<file path="config.mk">
export PLATFORM = sky130hd
export DESIGN_NAME = noc_packetizer
export DESIGN_NICKNAME = d
export VERILOG_FILES = /design/src/rtl/noc_packetizer.sv
export SDC_FILE = /design/constraint.sdc
export NUM_CORES = 1
export LEC_CHECK = 0
export CORE_UTILIZATION = 49
export CTS_CLUSTER_DIAMETER = 120
export CTS_CLUSTER_SIZE = 28
export DETAILED_ROUTE_END_ITERATION = 12
export PLACE_DENSITY_LB_ADDON = 0.25
export SETUP_SLACK_MARGIN = 0.5
export SYNTH_ARGS = -nofsm -noshare
export SYNTH_HDL_FRONTEND = slang
export SYNTH_SLANG_ARGS = --single-unit
export TNS_END_PERCENT = 20
</file>
<file path="constraint.sdc">
create_clock -name clk -period 3.1 [get_ports clk]
set_input_delay 0.62 -clock clk [delete_from_list [all_inputs] [get_ports clk]]
set_output_delay 0.62 -clock clk [all_outputs]
set_load 0.05 [all_outputs]
</file>
<file path="src/rtl/noc_packetizer.sv">
// Network-interface injection stage: turns a message descriptor plus body words into
// HEADTAIL or HEAD/BODY.../TAIL flits toward the router LOCAL port under credit flow control.
module noc_packetizer #(
    parameter int BUFFER_DEPTH      = 4,
    parameter int MAX_BODY_FLITS    = 15,
    parameter int DEST_ADDR_SIZE_X  = 4,
    parameter int DEST_ADDR_SIZE_Y  = 4,
    parameter int HEAD_PAYLOAD_SIZE = 16,
    localparam int FLIT_DATA_SIZE   = DEST_ADDR_SIZE_X + DEST_ADDR_SIZE_Y + HEAD_PAYLOAD_SIZE,
    localparam int LEN_W            = $clog2(MAX_BODY_FLITS + 1),
    localparam int CRED_W           = $clog2(BUFFER_DEPTH + 1),
    localparam int FLIT_W           = FLIT_DATA_SIZE + 2
) (
    input  logic                         clk,
    input  logic                         rst,
    input  logic                         msg_valid_i,
    output logic                         msg_ready_o,
    input  logic [DEST_ADDR_SIZE_X-1:0]  msg_x_dest_i,
    input  logic [DEST_ADDR_SIZE_Y-1:0]  msg_y_dest_i,
    input  logic [HEAD_PAYLOAD_SIZE-1:0] msg_head_pl_i,
    input  logic [LEN_W-1:0]             msg_body_len_i,
    input  logic                         body_valid_i,
    output logic                         body_ready_o,
    input  logic [FLIT_DATA_SIZE-1:0]    body_data_i,
    output logic [FLIT_W-1:0]            flit_o,
    output logic                         flit_valid_o,
    input  logic                         credit_i,
    output logic                         idle_o
);

    // Label encoding occupies the two MSBs of the flit: HEAD=0, BODY=1, TAIL=2, HEADTAIL=3.
    typedef enum logic [1:0] {HEAD = 2'd0, BODY = 2'd1, TAIL = 2'd2, HEADTAIL = 2'd3} flit_label_t;

    typedef struct packed {
        logic [DEST_ADDR_SIZE_X-1:0]  x_dest;
        logic [DEST_ADDR_SIZE_Y-1:0]  y_dest;
        logic [HEAD_PAYLOAD_SIZE-1:0] head_pl;
    } head_data_t;

    typedef struct packed {
        flit_label_t               flit_label;
        logic [FLIT_DATA_SIZE-1:0] data;
    } flit_novc_t;

    typedef enum logic [1:0] {IDLE, SEND_HEAD, SEND_BODY} state_t;

    localparam logic [CRED_W-1:0] CRED_MAX = CRED_W'(BUFFER_DEPTH);
    localparam logic [LEN_W-1:0]  LEN_MAX  = LEN_W'(MAX_BODY_FLITS);

    state_t            state, state_next;
    logic [CRED_W-1:0] credits, credits_next;
    logic [LEN_W-1:0]  remaining, remaining_next;
    head_data_t        head_q;
    flit_novc_t        flit_q, flit_next;
    logic              flit_valid_q;
    logic              has_credit;
    logic              send;

    // Only the credit count registered at the start of the cycle may enable a send.
    assign has_credit = (credits != '0);

    always_comb begin
        state_next     = state;
        remaining_next = remaining;
        flit_next      = flit_q;
        send           = 1'b0;
        msg_ready_o    = 1'b0;
        body_ready_o   = 1'b0;
        case (state)
            IDLE: begin
                msg_ready_o = 1'b1;
                if (msg_valid_i) begin
                    remaining_next = (msg_body_len_i > LEN_MAX) ? LEN_MAX : msg_body_len_i;
                    state_next     = SEND_HEAD;
                end
            end
            SEND_HEAD: begin
                if (has_credit) begin
                    send           = 1'b1;
                    flit_next.data = head_q;
                    if (remaining == '0) begin
                        flit_next.flit_label = HEADTAIL;
                        state_next           = IDLE;
                    end else begin
                        flit_next.flit_label = HEAD;
                        state_next           = SEND_BODY;
                    end
                end
            end
            SEND_BODY: begin
                body_ready_o = has_credit;
                if (body_valid_i && has_credit) begin
                    send           = 1'b1;
                    flit_next.data = body_data_i;
                    remaining_next = remaining - 1'b1;
                    if (remaining == LEN_W'(1)) begin
                        flit_next.flit_label = TAIL;
                        state_next           = IDLE;
                    end else begin
                        flit_next.flit_label = BODY;
                    end
                end
            end
            default: state_next = IDLE;
        endcase
    end

    // A returned credit in the same cycle as a send cancels out; excess returns saturate.
    always_comb begin
        credits_next = credits;
        case ({send, credit_i})
            2'b10:   credits_next = credits - 1'b1;
            2'b01:   credits_next = (credits == CRED_MAX) ? credits : credits + 1'b1;
            default: credits_next = credits;
        endcase
    end

    always_ff @(posedge clk) begin
        if (rst) begin
            state        <= IDLE;
            credits      <= CRED_MAX;
            remaining    <= '0;
            flit_q       <= '0;
            flit_valid_q <= 1'b0;
        end else begin
            state        <= state_next;
            credits      <= credits_next;
            remaining    <= remaining_next;
            flit_q       <= flit_next;
            flit_valid_q <= send;
        end
    end

    always_ff @(posedge clk) begin
        if (state == IDLE && msg_valid_i) begin
            head_q <= '{x_dest: msg_x_dest_i, y_dest: msg_y_dest_i, head_pl: msg_head_pl_i};
        end
    end

    assign flit_o       = flit_q;
    assign flit_valid_o = flit_valid_q;
    assign idle_o       = (state == IDLE) && (credits == CRED_MAX);

`ifndef SYNTHESIS
    // A credit while every router slot is already free means the router returned one it never had.
    always_ff @(posedge clk) begin
        if (!rst) begin
            assert (!(credit_i && credits == CRED_MAX))
                else $error("noc_packetizer: credit_i with credits already at BUFFER_DEPTH");
        end
    end
`endif

endmodule

</file>
==> results.md, run 1 <==
- Number of hold violations in the final report: 0
- Least setup slack across all paths after layout: 640 ps
- Worst path top cell family by delay: buffers and inverters
- Detailed-route wire length per cell: 14.3 um
- Setup TNS Final: 0 ps
- Cells traversed along the worst timing path: inv_1 > ha_1 > clkdlybuf4s50_1
- Final antenna-violating net count: 0
- Ratio of cells with drive above 1 in the final layout: 8.81%
- Post-detail-place hpwl: just under 4 mm
- Number of standard cells after synthesis: 236
- Final worst path period share: 79.3%
- Clock tree from TritonCTS: done
- Number of logic stages on the critical path including buffering: 3
- Required arrival time at the worst endpoint: ~2500 ps
- Vias in the first global route: 2048
- FFs w/ async S/R, synth: 0%
- All-layer global routing usage: 21.1%
- Number of sinks handled by clock tree synthesis: 60
- Slowest cell delay on critical path: 840 ps
- DRC violation total after the first TritonRoute iteration: 93
- Launching instance or port of the critical path: state[0]
- First-pass GRT wire length: 9.40 mm
- Antenna violations before repair: 0
- Setup crit end kind: primary output
- Most used standard cells in the synthesized netlist: 36 x sky130_fd_sc_hd__dfxtp_1, 28 x sky130_fd_sc_hd__nor2_1, 26 x sky130_fd_sc_hd__a211oi_1, 26 x sky130_fd_sc_hd__mux2i_1, 24 x sky130_fd_sc_hd__edfxtp_1
- Die boundary width: between 70 and 80 um
- Reg-to-Reg Start: state[0]
- TritonCTS Buffers: 9
- I/O Buffers: 86
- Final Critical Period: between 2000 and 2500 ps
- Vertical extent of the die: 76.0 um
- Fraction of the yosys area taken by sequential cells: 53.8%
- Cell area after synthesis: approximately 2700 sq um
- Cell taking the most area after synthesis: sky130_fd_sc_hd__dfxtp_1
- Synth Area per Inst: 11.4 sq um
- Max Clk Rate: 0.407 GHz
- Count of H-tree levels built during CTS: 3
- Clock tree buffer depth: 2
- Final GP Congestion: approximately 0.77
- Reg2reg setup slack: 770 ps
- Max-slew violation count: 0
- Via density per instance: roughly 5.2
- Most area-consuming cells after synthesis: sky130_fd_sc_hd__dfxtp_1 27%, sky130_fd_sc_hd__edfxtp_1 27%, sky130_fd_sc_hd__mux2i_1 9.7%
- IO Count: 87
- Fraction of post-synthesis cell area in the top cell type by area: 26.9%
- Pwr per Cell Area: approximately 630 nW/um^2
- MaxCap Viol Count: 0
- Number of different library cells in the post-synthesis netlist: 46
- Worst hold margin: 471 ps
- Worst-Margin Slew: between 500 and 600 ps
- Site Rows: 26
- Switching portion of total power: 33.6%
- Finished Core Util: between 70% and 80%
- Core Footprint: ~5200 sq um
- Power share of the sequential group: 41.0%
- Routed Wire Length: 5.69 mm
- End of the worst register-to-register path: flit_o[24]
- Maximum number of pins on one net before global-route repair: 40
- Initial Utilization: 51.8%
- Antenna diode count: 0
- Total chip power: 2.40 mW
- Most frequently used cell type in the post-synthesis netlist: sky130_fd_sc_hd__dfxtp_1
- Clock share of power: 27.4%
- DRC: 0
- Post-route cell area: 3790 sq um
- Max-slew headroom at the worst pin: 63.8%
- Data arrival at the endpoint of the critical path: about 1800 ps
- Static Leakage: 1.32 nW
- Total Die Area: around 5800 sq um
- Run status: completed
- Worst setup slack before clock tree synthesis: about 520 ps
- Initial DRT Pass Iterations: 4
- Number of filler cells placed in the layout: slightly below 400
- Non-filler instance count after layout: around 400
- Critical-path top delay cell: sky130_fd_sc_hd__clkdlybuf4s50_1
- FF+latch count, synth: 60
- Clock-pin slew reported for the worst setup and hold paths after clock tree synthesis: 70 ps
- Vias post-DR: 2062
- Switching pwr: 808 uW
- Total setup buffers inserted after CTS: 0
- Capturing element of the worst setup path: msg_ready_o
- Share of power burned in combinational logic: 31.6%
- Ys Warns: 0
- Number of nets at the end of the flow: 388
- Largest vdd supply drop: 0.380 mV
- Worst reg2reg path depth: 8
- Clock root buffer: sky130_fd_sc_hd__clkbuf_8
- Clock Skew: 10.9 ps
- Buffering stage count on the worst path with inverters included: 2
- EDFF count, synth: 24
- Setup Crit Path Kind: reg2out
- Instance area at placement: 3610 sq um
- CP Max Fanout: 6
- Internal power contribution: 1.59 mW
- Worst-Skew Late Latency: roughly 340 ps
- Number of cells in the design after placement: 383
- Synth-to-Final Area Change: 41.3%
- Worst min path class: reg2reg
- Element type at the critical path start: flip-flop
- Top FF cell, synth: sky130_fd_sc_hd__dfxtp_1
- Unrepaired setup endpoints after global routing: false
- Aggregate global routing overflow: 0
- Setup violators final: 0
- Number of nets in the synthesized netlist: 300
[tightest hold or removal path: stages, from the launching register on]
cell and delay (ps):
sky130_fd_sc_hd__dfxtp_1 310, sky130_fd_sc_hd__nand2b_1 60, sky130_fd_sc_hd__a21oi_1 50
[cell families after synthesis]
kind of cell / synth area share (%)
and+or+nand+nor: 12.4
DFF: 53.8
AOI/OAI and AO/OA: 15.6
muxes: 10.1
buffers and inverters: 3.92
adders and majority gates: 3.55
xor gates and xnor gates: 0.653
[layout make-up]
cell class	instances	area (sq um)	share of cell area, %
inverters	7	26.3	0.693
clock inverters	6	55.1	1.45
flip-flops and latches	60	1440	38.0
repair buffers	92	907	23.9
well taps	70	87.6	2.31
multi-input cells	154	1140	30.2
clock buffers	10	128	3.37
[worst min path at each step]
stage / from / to / slack, ps / cells past startpoint
floorplan: state[1] / state[1] / 470 / 2
CTS: flit_o[24] / flit_o[24] / 470 / 2
global route: flit_o[24] / flit_o[24] / 500 / 2
finish: flit_o[24] / flit_o[24] / 470 / 2
detailed placement: flit_o[24] / flit_o[24] / 470 / 2
global placement: flit_o[24] / flit_o[24] / 460 / 2
[power by group through the flow]
stage | clock, mW | sequential [mW] | combinational (mW)
finish | 0.658 | 0.986 | 0.759
global route | 0.712 | 1.00 | 0.811
CTS | 0.677 | 0.986 | 0.765
detailed placement | 0 | 1.00 | 0.761
global placement | 0 | 0.999 | 0.745
floorplan | 0 | 1.19 | 0.309
[per-layer routing]
metal  global-route usage [%]  wire, um  up-vias
met4                     9.04        53        0
met3                     6.71       351        6
met1                     26.3      2540      946
li1                         -         -     1040
met2                     33.8      2740       70
met5                        0         0        -
[sequential cells by signal, summed over array words and instances, names as in the netlist]
register      flops
flit_o           26
head_q           24
remaining         4
credits           3
state             2
flit_valid_o      1
[repair_timing]
item	in CTS	in global routing
endpoints found under the hold margin	0	0
endpoints found under the setup margin	2	1
resized for setup	1	1
hold buffers	0	0
[cells in the final DEF (no fill, tap or decap), drive strengths merged, types with 2 or more instances in the layout]
cell type | Yosys | final
nor2 | 28 | 28
o21ai | 2 | 2
o31ai | 2 | 2
o32ai | 2 | 2
dfxtp | 36 | 36
edfxtp | 24 | 24
a21oi | 9 | 9
inv | 7 | 7
nand3b | 3 | 3
mux2i | 26 | 26
nand2 | 8 | 8
o2bb2ai | 2 | 2
nor2b | 4 | 4
nand2b | 7 | 7
a211oi | 26 | 26
ha | 6 | 6
nor3 | 4 | 4
or3b | 2 | 2
clkdlybuf4s50 | 0 | 84
clkbuf | 5 | 10
a21bo | 3 | 3
clkinv | 0 | 4
buf | 10 | 6
Note: power is estimated with default switching activity, not from simulation.
==> inputs of run 2 (changes only) <==
- CORE_UTILIZATION: 49 -> 41
- clock period: 3.1 -> 2.15 ns (I/O delays scaled with it)
==> run 2 against run 1 <==
Compared with the run above:
- critical endpoint is now flit_o[13]
- routed wire length increased by 1.8%
- largest cell class unchanged
- die area increased by 19%
- final cell count increased by 3.0%
- clock power increased by 67%
- sequential share of layout area decreased by 1.9 points
- clock skew decreased by 3.2 ps
- via count increased by 2.1%
==> results.md, run 2 (same netlist as run 1, synthesis figures left out) <==
- Uppermost signal routing layer after detailed routing: met4 (unchanged)
- Number of filler cells placed in the layout: 517 (was 389)
- Pwr per Cell Area: 919 nW/um^2 (was 634 nW/um^2)
- Final GP Congestion: 0.829 (was 0.766)
- Cells traversed along the worst timing path: clkdlybuf4s50_1 (was inv_1 > ha_1 > clkdlybuf4s50_1)
- Slowest cell delay on critical path: 820 ps (was 840 ps)
- End of the worst register-to-register path: credits[2] (was flit_o[24])
- Most frequent cells in the layout: 65 x sky130_fd_sc_hd__clkdlybuf4s50_1, 31 x sky130_fd_sc_hd__dfxtp_1, 26 x sky130_fd_sc_hd__mux2i_1, 26 x sky130_fd_sc_hd__nor2_1, 26 x sky130_fd_sc_hd__a211oi_1 (was 84 x sky130_fd_sc_hd__clkdlybuf4s50_1, 36 x sky130_fd_sc_hd__dfxtp_1, 28 x sky130_fd_sc_hd__nor2_1)
- Element type at the critical path start: flip-flop (unchanged)
- Total chip power: 3.69 mW (was 2.40 mW)
- Total Die Area: 6870 sq um (was 5770 sq um)
- Vertical extent of the die: 82.9 um (was 76.0 um)
- Vias in the first global route: 2111 (was 2048)
- Routed Wire Length: 5.79 mm (was 5.69 mm)
- Detailed-route wire length per cell: 14.1 um (was 14.3 um)
- Buffering stage count on the worst path with inverters included: 1 (was 2)
- Wire length on met2: 2.84 mm (was 2.74 mm)
- Clock-pin slew reported for the worst setup and hold paths after clock tree synthesis: 70 ps (about the same)
- Via density per instance: 5.12 (was 5.17)
- First-pass GRT wire length: 9.69 mm (was 9.40 mm)
- MaxCap Viol Count: 0 (unchanged)
- Antenna violations before repair: 0 (unchanged)
- Antenna diode count: 0 (unchanged)
- Clock tree buffer depth: 2 (unchanged)
- DRC violation total after the first TritonRoute iteration: 80 (was 93)
- Worst reg2reg path depth: 10 (was 8)
- Met3 wirelength from detailed routing: 371 um (was 351 um)
- Final Critical Period: between 1500 and 2000 ps
- Critical-path top delay cell: sky130_fd_sc_hd__clkdlybuf4s50_1 (unchanged)
- Setup TNS Final: 0 ps (unchanged)
- Worst min path class: reg2reg (unchanged)
- Number of cells in the design after placement: 395 (was 383)
- Clock Skew: 7.65 ps (was 10.9 ps)
- Final worst path period share: 88.3%
- Reg2reg setup slack: 320 ps (was 770 ps)
- Synth-to-Final Area Change: 49.7% (was 41.3%)
- Final antenna-violating net count: 0 (unchanged)
- Number of nets at the end of the flow: 393 (was 388)
- Maximum number of pins on one net before global-route repair: 40 (unchanged)
- Clock tree from TritonCTS: done (unchanged)
- Post-detail-place hpwl: 3.93 mm (was 3.90 mm)
- Max-slew violation count: 0 (unchanged)
- Worst hold margin: 487 ps (was 471 ps)
- Hold worst-path end: flit_o[24] (unchanged)
- All-layer global routing usage: 17.7% (was 21.1%)
- Run status: completed (unchanged)
- Depth of the worst hold-timing path: 2 (unchanged)
- Core Footprint: 6310 sq um (was 5170 sq um)
- Worst min-delay path startpoint: flit_o[24] (unchanged)
- Max Clk Rate: 0.527 GHz
- Static Leakage: 1.54 nW (was 1.32 nW)
- Setup violators final: 0 (unchanged)
- Area occupied by multi-input gates: 1210 sq um (was 1140 sq um)
- Setup crit end kind: primary output (unchanged)
- Reg-to-Reg Start: state[1] (was state[0])
- Setup Crit Path Kind: reg2out (unchanged)
- Site Rows: 29 (was 26)
- Initial Utilization: 42.5% (was 51.8%)
- Number of hold violations in the final report: 0 (unchanged)
- Vias post-DR: 2105 (was 2062)
- Initial DRT Pass Iterations: 6 (was 4)
- I/O Buffers: 86 (unchanged)
- Data arrival at the endpoint of the critical path: 1470 ps (was 1840 ps)
- CP Max Fanout: 2 (was 6)
- Required arrival time at the worst endpoint: 1720 ps (was 2480 ps)
- Total setup buffers inserted after CTS: 0 (unchanged)
- Clock root buffer: sky130_fd_sc_hd__clkbuf_8 (unchanged)
- Largest vdd supply drop: 0.610 mV (was 0.380 mV)
- Area occupied by registers: 1450 sq um (was 1440 sq um)
- Worst-Margin Slew: 522 ps (was 543 ps)
- IO Count: 87 (unchanged)
- Number of sinks handled by clock tree synthesis: 60 (unchanged)
- Unrepaired setup endpoints after global routing: true (was false)
- Number of flip-flops in the largest register: 26 (unchanged)
- Commonest non-fill, non-tap cell in the layout: sky130_fd_sc_hd__clkdlybuf4s50_1 (unchanged)
- Ratio of cells with drive above 1 in the final layout: 17.1% (was 8.81%)
- Routed metal-1 wire length: 2.54 mm (about the same)
- Finished Core Util: 63.6% (was 73.3%)
- Aggregate global routing overflow: 0 (unchanged)
- Die boundary width: 82.9 um (was 76.0 um)
- Max-slew headroom at the worst pin: 65.1% (was 63.8%)
- Non-filler instance count after layout: 411 (was 399)
- Worst path top cell family by delay: buffers and inverters (unchanged)
- DRC: 0 (unchanged)
- Count of H-tree levels built during CTS: 3 (unchanged)
- Worst-Skew Late Latency: 330 ps (was 340 ps)
- TritonCTS Buffers: 9 (unchanged)
[run 2: changes by cell type in the layout (fill, tap and decap cells not counted), sizes merged]
cell	change
buf	+8
dlygate4sd2	+1
bufinv	+1
clkinv	-3
dlymetal6s2s	+9
clkdlybuf4s50	-19
inv	+1
clkdlybuf4s15	+6
clkinvlp	+1
[run 2: worst max-delay path by stage]
| stage | start | to | cells past startpoint | slack (ps) |
|---|---|---|---|---|
| finish | flit_o[13] | flit_o[13] | 1 | 250 |
| global route | state[1] | credits[2] | 10 | 190 |
| CTS | flit_o[13] | flit_o[13] | 1 | 230 |
| detailed placement | body_valid_i | credits[2] | 9 | 30 |
| global placement | body_valid_i | credits[1] | 7 | 90 |
| floorplan | state[1] | credits[2] | 10 | 340 |
[run 2: per-stage QoR]
step | worst slack, ps | area [sq um]
finish | 252 | 4010
global placement | 94.2 | 3730
global route | 193 | 4010
floorplan | 343 | 2720
CTS | 225 | 3950
detailed placement | 28.9 | 3730
[run 2: report_power, final]
part	total, mW	internal, mW	switching (mW)	leakage [nW]
registers	1.42	1.34	0.0855	0.528
clock network	1.10	0.653	0.450	0.101
logic	1.16	0.486	0.675	0.915
total	3.69	2.48	1.21	1.54
[run 2: per-layer routing]
metal  global-route usage, %  up-vias
li1                        -     1054
met1                    21.6      986
met2                    28.5       58
met3                    5.57        7
met4                    7.99        0
met5                       0        -
[run 2: area by class of cell]
class                      count  area share [%]
timing repair buffer          97            25.2
tap                           77            2.40
clock buffer                  10            3.18
sequential                    60            36.1
clock inverter                 6            2.18
inverter                       7           0.779
multi-input combinational    154            30.1
[run 2: timing repair]
action                                  4_1_cts  5_1_grt
resized for setup                            16       22
hold buffers                                  0        0
pin swaps                                     0        1
endpoints found under the setup margin       36       61
